===== config.mk =====
export PLATFORM = sky130hd
export DESIGN_NAME = uart_tx
export DESIGN_NICKNAME = d
export VERILOG_FILES = /design/src/rtl/uart_tx.sv
export SDC_FILE = /design/constraint.sdc
export NUM_CORES = 1
export LEC_CHECK = 0
export CAP_MARGIN = 20
export CORE_ASPECT_RATIO = 0.75
export CORE_UTILIZATION = 55
export CTS_CLUSTER_DIAMETER = 120
export DETAILED_ROUTE_END_ITERATION = 10
export DONT_BUFFER_PORTS = 1
export PLACE_DENSITY = 0.74
export SLEW_MARGIN = 25
export SYNTH_ARGS = -nofsm -noshare
export SYNTH_HDL_FRONTEND = slang
export SYNTH_SLANG_ARGS = --single-unit
export TNS_END_PERCENT = 10

===== constraint.sdc =====
create_clock -name i_clk -period 6.3 [get_ports i_clk]
set_clock_uncertainty 0.15 [all_clocks]
set_input_delay 0.315 -clock i_clk [delete_from_list [all_inputs] [get_ports i_clk]]
set_output_delay 0.315 -clock i_clk [all_outputs]
set_load 0.03 [all_outputs]

===== src/rtl/uart_tx.sv =====
// uart_tx: 8N1 UART transmitter with valid/accept byte handshake
module uart_tx #(
    parameter int p_div = 104
) (
    input  logic       i_clk,
    input  logic       i_rst,
    input  logic       i_valid,
    input  logic [7:0] i_data,
    output logic       o_accept,
    output logic       o_tx,
    output logic       o_busy
);
    typedef enum logic [1:0] {IDLE, START, DATA, STOP} state_t;
    localparam int CW = $clog2(p_div);
    localparam logic [CW-1:0] RELOAD = CW'(p_div - 1);
    state_t        r_state;
    logic [CW-1:0] r_cnt;
    logic [2:0]    r_bit;
    logic [7:0]    r_sh;
    logic          r_accept;
    logic          r_tx;
    logic          r_busy;
    assign o_accept = r_accept;
    assign o_tx     = r_tx;
    assign o_busy   = r_busy;
    // Frame sequencer; o_tx/o_busy are loaded from the next state so the line never glitches
    always_ff @(posedge i_clk or posedge i_rst) begin
        if (i_rst) begin
            r_state  <= IDLE;
            r_cnt    <= '0;
            r_bit    <= '0;
            r_sh     <= '0;
            r_accept <= 1'b0;
            r_tx     <= 1'b1;
            r_busy   <= 1'b0;
        end else begin
            r_accept <= 1'b0;
            case (r_state)
                IDLE: begin
                    if (i_valid) begin
                        r_sh     <= i_data;
                        r_cnt    <= RELOAD;
                        r_state  <= START;
                        r_accept <= 1'b1;
                        r_tx     <= 1'b0;
                        r_busy   <= 1'b1;
                    end
                end
                START: begin
                    if (r_cnt != '0) begin
                        r_cnt <= r_cnt - CW'(1);
                    end else begin
                        r_cnt   <= RELOAD;
                        r_bit   <= '0;
                        r_state <= DATA;
                        r_tx    <= r_sh[0];
                    end
                end
                DATA: begin
                    if (r_cnt != '0) begin
                        r_cnt <= r_cnt - CW'(1);
                    end else begin
                        r_cnt <= RELOAD;
                        r_sh  <= {1'b0, r_sh[7:1]};
                        if (r_bit == 3'd7) begin
                            r_state <= STOP;
                            r_tx    <= 1'b1;
                        end else begin
                            r_bit <= r_bit + 3'd1;
                            r_tx  <= r_sh[1];
                        end
                    end
                end
                STOP: begin
                    if (r_cnt != '0) begin
                        r_cnt <= r_cnt - CW'(1);
                    end else begin
                        r_state <= IDLE;
                        r_busy  <= 1'b0;
                    end
                end
                default: begin
                    r_state <= IDLE;
                    r_tx    <= 1'b1;
                    r_busy  <= 1'b0;
                end
            endcase
        end
    end
endmodule


==> impl_metrics.py <==
metrics = {
    "place": {
        "placed_cells": 159,
        "gp_congestion": 0.848,
        "placed_cell_area_um2": 1430,
        "dp_slack_ns": 3.83,
        "place_hpwl_um": 2010,
        "port_buffers": 0,
    },
    "route": {
        "wl_um": 2700,
        "wl_per_cell_um": 16.5,
        "drcViolationCount": 0,
        "drtPass1Iterations": 4,
        "final_antenna_net_count": 0,
        "drt_iter0_markers": 66,
        "num_vias": 985,
        "viasPerCell": 6.01,
    },
    "die": {
        "floorplan.rows": 15,
        "die_w_um": 60.3,
        "die_h_um": 45.7,
        "start_util_pct": 59.7,
        "die_area_um2": 2760,
        "io-pin-count": 14,
        "core-area_um2": 2350,
    },
    "final_layout": {
        "stdcell_area_um2": 1470,
        "final_util_pct": 62.7,
        "finalNonFillerCells": 164,
        "nNetsFinal": 151,
        "area_delta_synth_final_pct": 4.91,
        "num_antenna_cells": 0,
        "drive_above_1_share_pct": 24.6,
    },
    "synth": {
        "synth_nets": 148,
        "synth_cells": 128,
        "async_reset_ff_share_pct": 100,
        "syn_area_um2": 1400,
        "synth.top_cell.area_share_pct": 39.3,
        "syn_avg_cell_area_um2": 10.9,
        "yosys_most_used_dff": "dfrtp_1",
        "ys_ff_latch": 23,
        "ys_top_cells_by_area": "dfrtp_1 39%, mux2_2 13%, ha_1 8.0%",
        "synth.distinct_cells": 41,
        "yosysWarnings": 0,
        "ys_seq_area_share_pct": 41.2,
        "yosys.area.top_type": "dfrtp_1",
        "synth_edf_count": 0,
    },
    "worst_setup_path": {
        "worst-setup-path-type": "flip-flop to flip-flop",
        "worstPathRequired_ns": 6.35,
        "worstPathMaxFanout": 18,
        "arrival_ns": 2.57,
        "cp-end-kind": "flip-flop",
        "start_kind": "flip-flop",
    },
    "pwr": {
        "power_density_nw_per_um2": 549,
        "fin_total_pwr_mw": 0.807,
        "max-vdd-ir-drop_mv": 0.281,
        "p_leak_nw": 0.638,
    },
    "sta": {
        "min_period_over_period_pct": 40.0,
        "holdWs_ns": 0.0385,
        "hold_viol_final": 0,
        "relSlewSlack_pct": 42.1,
        "fmax_mhz": 397,
        "slew_viol_final": 0,
        "rsz0062_at_grt": "no",
        "setup_viol": 0,
        "fin_ws_ns": 3.78,
        "tightestPinTransition_ns": 0.868,
        "period_needed_ns": 2.52,
        "tns_ns": 0,
    },
    "global_route": {
        "grt_pass1_vias": 964,
        "track_usage_pct": 23.0,
        "grt-ovfl-total": 0,
        "antenna_found_initial": 0,
        "grt_pass1_wl_um": 4540,
        "grt_max_degree": 24,
    },
    "clock_tree": {
        "clk_latency_ns": 0.31,
        "post_cts_buffers": 0,
        "clk_path_buf_depth": 2,
        "cts.clk_slew.worst_paths_ns": 0.12,
        "htreeDepth": 1,
        "root_buffer": "clkbuf_4",
        "numCtsBuffers": 3,
        "clock-sinks": 23,
        "cts_tree": "yes",
        "cts-resized-gates": 0,
    },
    "hold_path": {
        "hold_class": "primary input to flip-flop",
    },
    "status": {
        "outcome": "finished, final reports clean",
    },
    "job": {
        "maxCapViolCount": 0,
    },
}
[final cells by class]
class / instances / area [um^2]
clock buffers: 3 / 22.5
repair buffers: 1 / 10.0
clock inverters: 1 / 5.00
flip-flops and latches: 23 / 577
multi-input cells: 95 / 787
inverters: 7 / 26.3
well taps: 34 / 42.5
fillers: 193 / 876
[routing by layer]
layer | vias to the layer above | GRT usage, % | wire [um]
li1 | 479 | - | -
met1 | 480 | 33.0 | 1350
met2 | 22 | 32.3 | 1240
met3 | 4 | 7.95 | 95
met4 | 0 | 6.98 | 14
met5 | - | 0 | 0
[worst max-delay path: stages, from the launching register on]
cell	delay (ns)
dfrtp_1	0.43
inv_1	0.12
ha_1	0.65
nor2_1	0.18
a211oi_4	0.48
mux2_2	0.40
[layout by cell type, fill, tap and decap left out, drive strengths merged, types with 2 or more instances in the layout]
cell	count
a21oi	8
a22o	5
a311oi	2
clkbuf	3
dfrtp	22
ha	9
inv	7
mux2	16
nand2	4
nor2	12
nor3	5
o21ai	4
o22a	3
o31ai	2
or2	2
or3	2
[sequential cells by signal, indices dropped and copies added, names as in the netlist]
signal    flops
o_tx          1
r_bit         3
r_cnt         7
r_sh          8
r_state       2
o_accept      1
o_busy        1
[final timing paths]
path / start / end / slack (ns) / cells past startpoint
max reg2reg: r_state[0] / r_sh[1] / 3.78 / 5
min: i_data[7] / r_sh[7] / 0.04 / 2
min in group asynchronous: i_rst / r_cnt[5] / 0.46 / 2
max: r_state[0] / r_sh[1] / 3.78 / 5
max in group asynchronous: i_rst / r_sh[0] / 5.01 / 2
min reg2reg: r_sh[4] / r_sh[4] / 0.37 / 1
[cell families (layout without fill, tap and decap cells)]
group / Yosys count / count (layout) / share of synthesized area (%)
compound gates: 36 / 36 / 20.1
simple gates: 33 / 33 / 14.6
flops: 23 / 23 / 41.2
mux: 16 / 16 / 12.9
buf+inv: 10 / 12 / 2.68
fa+ha+maj: 9 / 9 / 8.04
xor+xnor: 1 / 1 / 0.625
[cell usage after synthesis (all sizes together) (2+ instances only)]
cell type,instances
nand2,4
mux2,16
a22o,5
o22a,3
nor3,5
or3,2
a21oi,8
dfrtp,22
or2,2
o21ai,4
a311oi,2
inv,7
nor2,12
ha,9
clkbuf,3
o31ai,2
[power by group]
| part | internal, mW | leakage, nW | switching, mW |
|---|---|---|---|
| sequential | 0.216 | 0.278 | 0.0672 |
| combinational | 0.220 | 0.342 | 0.237 |
| clock | 0.0237 | 0.0177 | 0.0433 |
| total | 0.460 | 0.638 | 0.347 |
[what timing repair did]
action / CTS / global route
endpoints found under the setup margin: 0 / 0
endpoints found under the hold margin: 22 / 0
hold buffers: 1 / 0
Note: power is estimated with default switching activity, not from simulation.
